[src/rtl/mem_copy_initiator_if.sv]
// Bus bundle for mem_copy_initiator: request/status handshake plus the
// data-memory port (WE, a, WD, Rd).
// Optional fill signals exist only when MEM_COPY_FILL_EN is defined.
interface mem_copy_initiator_if #(
    parameter int LEN_W  = 7,
    parameter int DATA_W = 32
);
    logic              start;
    logic [DATA_W-1:0] src_addr;
    logic [DATA_W-1:0] dst_addr;
    logic [LEN_W-1:0]  len;
`ifdef MEM_COPY_FILL_EN
    logic              fill_mode;
    logic [DATA_W-1:0] fill_value;
`endif
    logic              busy;
    logic              done;
    logic              err;
    logic              mem_we;
    logic [DATA_W-1:0] mem_a;
    logic [DATA_W-1:0] mem_wd;
    logic [DATA_W-1:0] mem_rd;

`ifdef MEM_COPY_FILL_EN
    modport master (
        input  start, src_addr, dst_addr, len, fill_mode, fill_value, mem_rd,
        output busy, done, err, mem_we, mem_a, mem_wd
    );
    modport slave (
        output start, src_addr, dst_addr, len, fill_mode, fill_value, mem_rd,
        input  busy, done, err, mem_we, mem_a, mem_wd
    );
`else
    modport master (
        input  start, src_addr, dst_addr, len, mem_rd,
        output busy, done, err, mem_we, mem_a, mem_wd
    );
    modport slave (
        output start, src_addr, dst_addr, len, mem_rd,
        input  busy, done, err, mem_we, mem_a, mem_wd
    );
`endif
endinterface

[src/rtl/mem_copy_initiator.sv]
// mem_copy_initiator: bus-master engine copying a block of 32-bit words from
// a source byte address to a destination byte address, strictly ascending,
// two cycles per word (READ then WRITE) against a combinational-read memory.
// Optional macro MEM_COPY_FILL_EN adds a fill mode that writes a latched
// constant to the destination at one word per cycle.
// mem_a / mem_wd / mem_we are registers so the memory port is glitch-free.
module mem_copy_initiator #(
    parameter int LEN_W  = 7,
    parameter int DATA_W = 32
) (
    input logic                  CLK,
    input logic                  RST,
    mem_copy_initiator_if.master bus
);

    typedef enum logic [2:0] {
        IDLE,
        CHECK,
        READ,
        WRITE,
        FIN
    } state_t;

    state_t            state_q, state_d;
    logic [DATA_W-1:0] src_q, src_d;
    logic [DATA_W-1:0] dst_q, dst_d;
    logic [LEN_W-1:0]  len_q, len_d;
    logic [LEN_W-1:0]  idx_q, idx_d;
    logic [LEN_W-1:0]  idx_inc;
    logic [DATA_W-1:0] data_q, data_d;
    logic [DATA_W-1:0] addr_q, addr_d;
    logic              we_q, we_d;
    logic              err_q, err_d;
    logic              fill_on;
    logic              misaligned;
    logic [DATA_W-1:0] fill_word;

`ifdef MEM_COPY_FILL_EN
    logic              fill_q, fill_d;
    logic [DATA_W-1:0] fval_q, fval_d;
`endif

    // Byte offset of word index idx (4*idx), zero-extended to address width.
    function automatic logic [DATA_W-1:0] word_off(input logic [LEN_W-1:0] idx);
        return {{(DATA_W-LEN_W-2){1'b0}}, idx, 2'b00};
    endfunction

    // Register all FSM state, latched operands and memory-port outputs.
    always_ff @(posedge CLK) begin
        if (RST) begin
            state_q <= IDLE;
            src_q   <= '0;
            dst_q   <= '0;
            len_q   <= '0;
            idx_q   <= '0;
            data_q  <= '0;
            addr_q  <= '0;
            we_q    <= 1'b0;
            err_q   <= 1'b0;
`ifdef MEM_COPY_FILL_EN
            fill_q  <= 1'b0;
            fval_q  <= '0;
`endif
        end else begin
            state_q <= state_d;
            src_q   <= src_d;
            dst_q   <= dst_d;
            len_q   <= len_d;
            idx_q   <= idx_d;
            data_q  <= data_d;
            addr_q  <= addr_d;
            we_q    <= we_d;
            err_q   <= err_d;
`ifdef MEM_COPY_FILL_EN
            fill_q  <= fill_d;
            fval_q  <= fval_d;
`endif
        end
    end

    // Next-state, operand latching and next memory-port values.
    // The port registers are loaded on the edge entering READ/WRITE so they
    // are already valid for the whole cycle of that state.
    always_comb begin
        state_d = state_q;
        src_d   = src_q;
        dst_d   = dst_q;
        len_d   = len_q;
        idx_d   = idx_q;
        data_d  = data_q;
        addr_d  = addr_q;
        we_d    = 1'b0;
        err_d   = err_q;
        idx_inc = idx_q + LEN_W'(1);
`ifdef MEM_COPY_FILL_EN
        fill_d    = fill_q;
        fval_d    = fval_q;
        fill_on   = fill_q;
        fill_word = fval_q;
`else
        fill_on   = 1'b0;
        fill_word = '0;
`endif
        // In fill mode the source address is unused, so its alignment is too.
        misaligned = (dst_q[1:0] != 2'b00) || (!fill_on && (src_q[1:0] != 2'b00));

        case (state_q)
            IDLE: begin
                if (bus.start) begin
                    src_d   = bus.src_addr;
                    dst_d   = bus.dst_addr;
                    len_d   = bus.len;
                    idx_d   = '0;
                    err_d   = 1'b0;
`ifdef MEM_COPY_FILL_EN
                    fill_d  = bus.fill_mode;
                    fval_d  = bus.fill_value;
`endif
                    state_d = CHECK;
                end
            end
            CHECK: begin
                if (misaligned) begin
                    err_d   = 1'b1;
                    state_d = FIN;
                end else if (len_q == '0) begin
                    state_d = FIN;
                end else if (fill_on) begin
                    addr_d  = dst_q;
                    data_d  = fill_word;
                    we_d    = 1'b1;
                    state_d = WRITE;
                end else begin
                    addr_d  = src_q;
                    state_d = READ;
                end
            end
            READ: begin
                addr_d  = dst_q + word_off(idx_q);
                data_d  = bus.mem_rd;
                we_d    = 1'b1;
                state_d = WRITE;
            end
            WRITE: begin
                idx_d = idx_inc;
                if (idx_inc == len_q) begin
                    state_d = FIN;
                end else if (fill_on) begin
                    addr_d  = dst_q + word_off(idx_inc);
                    we_d    = 1'b1;
                    state_d = WRITE;
                end else begin
                    addr_d  = src_q + word_off(idx_inc);
                    state_d = READ;
                end
            end
            FIN: begin
                state_d = IDLE;
            end
            default: begin
                state_d = IDLE;
            end
        endcase
    end

    // Status and memory-port outputs, decoded from registered state only.
    always_comb begin
        bus.busy   = (state_q == CHECK) || (state_q == READ) || (state_q == WRITE);
        bus.done   = (state_q == FIN);
        bus.err    = err_q;
        bus.mem_we = we_q;
        bus.mem_a  = addr_q;
        bus.mem_wd = data_q;
    end

endmodule

[src/flat_wrapper.sv]
// flat-port wrapper written by rule: the top's interface ports become plain ports
module mem_copy_initiator_flat 
#(
    parameter int LEN_W  = 7,
    parameter int DATA_W = 32
)
  (CLK, RST, bus_start, bus_src_addr, bus_dst_addr, bus_len, bus_mem_rd, bus_busy, bus_done, bus_err, bus_mem_we, bus_mem_a, bus_mem_wd);
  mem_copy_initiator_if #(.LEN_W(LEN_W), .DATA_W(DATA_W)) bus_i ();
  input logic CLK;
  input logic RST;
  input wire logic [$bits(bus_i.start)-1:0] bus_start;
  input wire logic [$bits(bus_i.src_addr)-1:0] bus_src_addr;
  input wire logic [$bits(bus_i.dst_addr)-1:0] bus_dst_addr;
  input wire logic [$bits(bus_i.len)-1:0] bus_len;
  input wire logic [$bits(bus_i.mem_rd)-1:0] bus_mem_rd;
  output wire logic [$bits(bus_i.busy)-1:0] bus_busy;
  output wire logic [$bits(bus_i.done)-1:0] bus_done;
  output wire logic [$bits(bus_i.err)-1:0] bus_err;
  output wire logic [$bits(bus_i.mem_we)-1:0] bus_mem_we;
  output wire logic [$bits(bus_i.mem_a)-1:0] bus_mem_a;
  output wire logic [$bits(bus_i.mem_wd)-1:0] bus_mem_wd;
  assign bus_i.start = bus_start;
  assign bus_i.src_addr = bus_src_addr;
  assign bus_i.dst_addr = bus_dst_addr;
  assign bus_i.len = bus_len;
  assign bus_i.mem_rd = bus_mem_rd;
  assign bus_busy = bus_i.busy;
  assign bus_done = bus_i.done;
  assign bus_err = bus_i.err;
  assign bus_mem_we = bus_i.mem_we;
  assign bus_mem_a = bus_i.mem_a;
  assign bus_mem_wd = bus_i.mem_wd;
  mem_copy_initiator #(.LEN_W(LEN_W), .DATA_W(DATA_W)) u_core (.CLK(CLK), .RST(RST), .bus(bus_i));
endmodule
[config.mk]
export PLATFORM = sky130hd
export DESIGN_NAME = mem_copy_initiator_flat
export DESIGN_NICKNAME = d
export VERILOG_FILES = /design/src/rtl/mem_copy_initiator_if.sv /design/src/rtl/mem_copy_initiator.sv /design/src/flat_wrapper.sv
export SDC_FILE = /design/constraint.sdc
export NUM_CORES = 1
export LEC_CHECK = 0
export CORE_MARGIN = 10
export CORE_UTILIZATION = 23
export DETAILED_ROUTE_END_ITERATION = 12
export PLACE_DENSITY = 0.41
export REMOVE_ABC_BUFFERS = 1
export SKIP_CTS_REPAIR_TIMING = 1
export SYNTH_ARGS = -nofsm -noshare
export SYNTH_HDL_FRONTEND = slang
export SYNTH_SLANG_ARGS = --single-unit
[constraint.sdc]
create_clock -name CLK -period 3.4 [get_ports CLK]
set_clock_uncertainty 0.1 [all_clocks]
set_input_delay 0.68 -clock CLK [delete_from_list [all_inputs] [get_ports CLK]]
set_output_delay 0.68 -clock CLK [all_outputs]
set_load 0.03 [all_outputs]
**Yosys cells after proc, flatten, opt, wreduce, memory -nomap -nowiden**

Cells that the tools add are included.

- $add $sub $neg: 3
- Equal/unequal tests: 10
- Mux-type cells: 15
- Reduce and logical (&&, ||, !) cells: 14

Operators by type and width:

| kind | number |
|---|---|
| 2-to-1 mux 32 bit | 3 |
| case mux 32 bit (3 select lines) | 1 |
| adder 32 x 9 -> 32 bit | 2 |
| case mux 7 bit (2 select lines) | 1 |
| 2-to-1 mux 3 bit | 4 |
| case mux 3 bit (4 select lines) | 1 |
| != test 2 bit, second input constant | 4 |
| nonzero test 2 bit | 4 |
| adder 7 x 1 -> 7 bit, second input constant | 1 |
| == test 7 bit | 1 |
| zero test 7 bit | 1 |
| 2-to-1 mux 7 bit | 1 |
| == test 3 x 2 -> 1 bit, second input constant | 2 |
| AND reduction 2 bit | 2 |
| AND reduction 4 bit | 1 |
| == test 3 x 1 -> 1 bit, second input constant | 1 |
| == test 3 bit, second input constant | 1 |
| zero test 3 bit | 1 |
| logical OR 1 bit | 3 |
| 2-to-1 mux 1 bit | 3 |
| AND reduction 3 bit | 1 |
| nonzero test 3 bit | 1 |
| != test 2 x 1 -> 1 bit, second input constant | 1 |
| case mux 1 bit (2 select lines) | 1 |

- Bits in registers: 147

**Logic depth before layout (Yosys ltp)**

- Depth in word-level cells: 4
- Depth in mapped cells: 14
- Mapped depth without buffers: 12

**Least setup slack after synthesis**

Ideal clock, no wire load.

- Path type: register to register
- From: reg u_core.idx_q[0]
- To: reg u_core.addr_q[28], in the netlist u_core.bus.mem_a[28]
- Library setup time: 0.059 ns
- Arrival: 2.870 ns
- Required time: 3.241 ns
- Slack: 0.371 ns
- Stages on the path, launching flop included: 12
- Buffers on the path: 1
- Clock period less this slack: 3.029 ns
- Path through: dfxtp_1 ha_1 and3_1 clkbuf_1 xor2_1 ha_1 o21a_1 o31a_1 o41ai_2 nor4_1 a2111oi_0 a31o_1

- Word-level cells in the longest chain between the ends: 4

RTL lines:

| item | line | RTL |
|---|---|---|
| start: declaration | mem_copy_initiator.sv:28 | `logic [LEN_W-1:0] idx_q, idx_d;` |
| start signal: assignment | mem_copy_initiator.sv:69 | `idx_q <= idx_d;` |
| adder 7 x 1 -> 7 bit | mem_copy_initiator.sv:94 | `idx_inc = idx_q + LEN_W'(1);` |
| adder 32 x 9 -> 32 bit or == test 7 bit (tied branches) | mem_copy_initiator.sv:153, mem_copy_initiator.sv:146 |  |
| 2-to-1 mux 32 bit or != test 2 bit (tied branches) | -- |  |
| case mux 32 bit (3 select lines) or AND reduction 4 bit (tied branches) | -- |  |
| end signal: assignment | mem_copy_initiator.sv:71 | `addr_q <= addr_d;` |
| end: declaration | mem_copy_initiator.sv:31 | `logic [DATA_W-1:0] addr_q, addr_d;` |

Parallel ways exist; a longest one is shown, timed or not. The select of a mux whose other input is x is not followed.
A chain may end at the register's enable or synchronous reset.

**Worst setup path after layout**

- From: reg u_core.idx_q[2]
- To: reg u_core.addr_q[28], in the netlist u_core.bus.mem_a[28]

Same word-level chain as after synthesis.

==> impl_results.html <==
<table>
<tr><th>Metric</th><th>Value</th></tr>
<tr><th colspan="2">Timing</th></tr>
<tr><td>Peak clock frequency supported by timing</td><td>317 MHz</td></tr>
<tr><td>Slew at the pin with the worst max-slew slack</td><td>0.874 ns</td></tr>
<tr><td>Final hold viol count</td><td>0</td></tr>
<tr><td>Setup violations, final</td><td>0</td></tr>
<tr><td>Share of the clock period used by the worst path after layout</td><td>92.7%</td></tr>
<tr><td>Aggregate negative setup slack</td><td>0 ns</td></tr>
<tr><td>Unrepaired setup endpoints after global routing</td><td>no</td></tr>
<tr><td>Max-slew headroom at the worst pin</td><td>41.6%</td></tr>
<tr><td>Fin crit period</td><td>3.15 ns</td></tr>
<tr><td>Worst hold slack across all endpoints</td><td>0.354 ns</td></tr>
<tr><td>Number of pins exceeding their max-slew limit in the final report</td><td>0</td></tr>
<tr><td>Final critical-path setup slack</td><td>0.249 ns</td></tr>
<tr><th colspan="2">Outcome</th></tr>
<tr><td>Status</td><td>complete, no violations</td></tr>
<tr><th colspan="2">Floorplanning</th></tr>
<tr><td>Core ar.</td><td>31,800 um2</td></tr>
<tr><td>Starting utilization of the core area</td><td>23.5%</td></tr>
<tr><td>Rows</td><td>65</td></tr>
<tr><td>Number of top-level pins</td><td>174</td></tr>
<tr><td>Overall die area</td><td>40,100 um2</td></tr>
<tr><td>Die span in y</td><td>200 um</td></tr>
<tr><td>Width of the chip</td><td>200 um</td></tr>
<tr><th colspan="2">Yosys</th></tr>
<tr><td>Share of synthesized area spent on multiplexers</td><td>1.41%</td></tr>
<tr><td>Dominant combinational cell family by area after synthesis</td><td>simple AND/OR/NAND/NOR gates</td></tr>
<tr><td>Post-synthesis instance area</td><td>7480 um2</td></tr>
<tr><td>Post-synthesis xor/xnor area fraction</td><td>4.57%</td></tr>
<tr><td>Fraction of the yosys area taken by sequential cells</td><td>39.4%</td></tr>
<tr><td>Unique cell type count in the Yosys netlist</td><td>68</td></tr>
<tr><td>Top flip-flop cell by instance count after synthesis</td><td>dfxtp_1</td></tr>
<tr><td>Library cell with the largest summed area after synthesis</td><td>dfxtp_1</td></tr>
<tr><td>Number of synthesized register bits</td><td>147</td></tr>
<tr><td>Top post-synthesis cells by area</td><td>dfxtp_1 (39%), nand2_1 (12%), a21oi_1 (9.4%)</td></tr>
<tr><td>Async set-or-reset flop fraction in the synthesized netlist</td><td>0%</td></tr>
<tr><td>Compound-Gate Fraction of Synth Area</td><td>22.8%</td></tr>
<tr><td>Number of enable flip-flop cells after synthesis</td><td>0</td></tr>
<tr><td>Total of warnings raised by yosys</td><td>0</td></tr>
<tr><td>Syn Inst Count</td><td>974</td></tr>
<tr><td>Post-synthesis adder-cell area fraction</td><td>3.05%</td></tr>
<tr><td>Mean cell area of the mapped netlist</td><td>7.68 um2</td></tr>
<tr><td>Post-Synth Simple-Gate Area</td><td>24.4%</td></tr>
<tr><td>Top-area cell type share of the netlist area</td><td>39.4%</td></tr>
<tr><th colspan="2">Critical path</th></tr>
<tr><td>Sort of element at the start of the critical path</td><td>register</td></tr>
<tr><td>Flop2flop setup slack</td><td>0.25 ns</td></tr>
<tr><td>Endpoint kind of the worst setup timing path</td><td>register</td></tr>
<tr><td>Arrival time at the worst endpoint</td><td>3.43 ns</td></tr>
<tr><td>Maximum fanout along the worst path</td><td>8</td></tr>
<tr><td>Category of the critical setup timing path</td><td>reg -&gt; reg</td></tr>
<tr><td>Critical Path RT</td><td>3.68 ns</td></tr>
<tr><th colspan="2">Global routing</th></tr>
<tr><td>First-pass GRT wire length</td><td>42,700 um</td></tr>
<tr><td>Antenna violations before repair</td><td>0</td></tr>
<tr><td>Via count of the first global-routing pass</td><td>7,204</td></tr>
<tr><td>Largest net degree at the start of global routing</td><td>44</td></tr>
<tr><td>Total grt overflow</td><td>0</td></tr>
<tr><td>Total global-route track usage</td><td>13.3%</td></tr>
<tr><th colspan="2">Placed design</th></tr>
<tr><td>Placed Instances</td><td>1,556</td></tr>
<tr><td>Worst setup slack after placement</td><td>0.236 ns</td></tr>
<tr><td>RePlAce Congestion</td><td>0.787</td></tr>
<tr><td>Number of buffer cells added on primary ports</td><td>173</td></tr>
<tr><td>Detail Placement HPWL</td><td>20,400 um</td></tr>
<tr><th colspan="2">Finish</th></tr>
<tr><td>Number of nets in the layout</td><td>1,263</td></tr>
<tr><td>Area growth, synth to finish</td><td>39.4%</td></tr>
<tr><td>Diodes inserted</td><td>0</td></tr>
<tr><td>Final core occ</td><td>32.8%</td></tr>
<tr><td>Number of non-filler instances in the completed layout</td><td>1,588</td></tr>
<tr><td>Share of cells above drive strength 1</td><td>8.15%</td></tr>
<tr><th colspan="2">Power</th></tr>
<tr><td>Maximum vdd ir drop</td><td>336 uV</td></tr>
<tr><td>Power per standard cell area</td><td>466 nW/um2</td></tr>
<tr><td>Leakage power</td><td>3.66 nW</td></tr>
<tr><th colspan="2">Drt</th></tr>
<tr><td>Via-per-instance ratio</td><td>4.59</td></tr>
<tr><td>First-iteration detailed-routing DRC count</td><td>394</td></tr>
<tr><td>Total wirelength of the detailed-routed design</td><td>27,500 um</td></tr>
<tr><td>DRC violations left</td><td>0</td></tr>
<tr><td>WL/cell</td><td>17.3 um</td></tr>
<tr><td>Total via count in the routed design</td><td>7,292</td></tr>
<tr><td>Antenna-violating nets left</td><td>0</td></tr>
<tr><td>1st-pass router iterations</td><td>5</td></tr>
<tr><th colspan="2">Clock tree</th></tr>
<tr><td>CTS tree</td><td>yes</td></tr>
<tr><td>Register clock-pin slew on the reported worst setup and hold paths</td><td>0.08 ns</td></tr>
<tr><td>CTS Root Cell</td><td>clkbuf_16</td></tr>
<tr><td>Total CTS buffers</td><td>17</td></tr>
<tr><td>H-tree levels</td><td>4</td></tr>
<tr><td>Buffer depth of the longest clock path</td><td>2</td></tr>
<tr><td>Latest clock arrival within the worst-skew pair</td><td>0.43 ns</td></tr>
<tr><td>Clock Sink Count</td><td>147</td></tr>
<tr><th colspan="2">Hold path</th></tr>
<tr><td>Class of the tightest hold or removal check</td><td>reg -&gt; reg</td></tr>
<tr><th colspan="2">Run</th></tr>
<tr><td>Max-Cap Viols</td><td>0</td></tr>
</table>
sequential cells by signal, summed over array words and instances (netlist names):
register and count:
u_core.state_q 3, u_core.src_q 32, u_core.dst_q 32, u_core.len_q 7, u_core.bus.mem_a 32, u_core.bus.err 1, u_core.idx_q 7, u_core.bus.mem_wd 32
u_core.bus.mem_we 1
critical path, stage by stage, from the launching register on:
cell	delay (ns)
dfxtp_1	0.46
and3_1	0.22
and3_1	0.25
xnor2_1	0.23
inv_1	0.10
ha_1	0.34
a21o_1	0.18
o41ai_2	0.08
buf_4	0.17
nor3_1	0.25
a31oi_1	0.13
a2111oi_1	0.40
a31o_1	0.18
metal layers:
layer  vias up  global-route usage, %  wire [um]
li1       3740                      -          -
met2       165                   20.6      12100
met3        18                   2.51       1090
met1      3369                   18.3      14000
met5         -                      0          0
met4         0                   3.98        323
final cells by class:
type | instances | area [um2]
timing repair buffer | 211 | 2050
fill | 3418 | 21400
clock inverter | 15 | 163
multi-input combinational | 744 | 4220
clock buffer | 17 | 425
sequential | 147 | 2940
inverter | 19 | 71.3
tap | 435 | 544
placed cells by master (no fill, tap or decap), types with 4 or more instances in the layout:
cell and n:
nand2_1 236, clkdlybuf4s50_1 172, dfxtp_1 147, a21oi_1 140
nor2_1 72, buf_4 36, xor2_1 23, nand3_1 20
nand2b_1 19, inv_1 18, nor3_1 18, o21ai_0 18
clkbuf_16 17, xnor2_1 16, ha_1 14, a211oi_1 9
nand4_1 9, o211ai_1 9, mux2i_1 9, nor4_1 8
and3_1 7, o21ai_1 7, inv_6 6, o2111ai_1 5
a21o_1 5, nor2b_1 5, or3_1 4, o31ai_1 4
o32ai_1 4, o311ai_1 4, o41ai_1 4, a211oi_2 4
and2_1 4, o21a_1 4, a311oi_2 4, a31oi_1 4
cell families after synthesis:
kind of cell,count (synthesis)
adder cells (fa/ha/maj),17
XOR/XNOR,39
buffers and inverters,83
flip-flops,147
AO/OA/AOI/OAI,260
multiplexers,10
AND/OR/NAND/NOR,418
final timing paths:
kind	start	to	depth (start not counted)
setup / recovery	u_core.idx_q[2]$_SDFFE_PP0P_	u_core.bus.mem_a[28]$_SDFFE_PP0P_	12
hold reg to reg	u_core.bus.mem_wd[19]$_SDFFE_PP0P_	u_core.bus.mem_wd[19]$_SDFFE_PP0P_	2
setup reg to reg	u_core.idx_q[2]$_SDFFE_PP0P_	u_core.bus.mem_a[28]$_SDFFE_PP0P_	12
hold / removal	u_core.bus.mem_wd[19]$_SDFFE_PP0P_	u_core.bus.mem_wd[19]$_SDFFE_PP0P_	2
where the power goes:
part	internal, W	switching, W	leakage [nW]
combinational	0.000419	0.000544	2.17
clock	0.00104	0.000881	0.288
sequential	0.00184	0.000128	1.20
total	0.00331	0.00155	3.66
through the flow:
stage / power (W) / area, um2
final: 0.00486 / 10400
after global routing: 0.00510 / 10400
after CTS: 0.00495 / 10400
after detailed placement: 0.00299 / 9830
after global placement: 0.00298 / 9830
after floorplan: 0.00250 / 7220
Yosys cell counts, types with 5 or more instances:
master and n:
nand2_1 237, dfxtp_1 147, a21oi_1 140, nor2_1 73, clkbuf_1 57, xor2_1 23, nand3_1 20, nand2b_1 19
inv_1 18, nor3_1 18, o21ai_0 18, xnor2_1 16, ha_1 15, a211oi_1 9, mux2i_1 9, nand4_1 9
o211ai_1 9, and3_1 8, nor4_1 8, o21ai_1 7, a21o_1 5, nor2b_1 5, o2111ai_1 5
(Power assumes the default switching activity.)
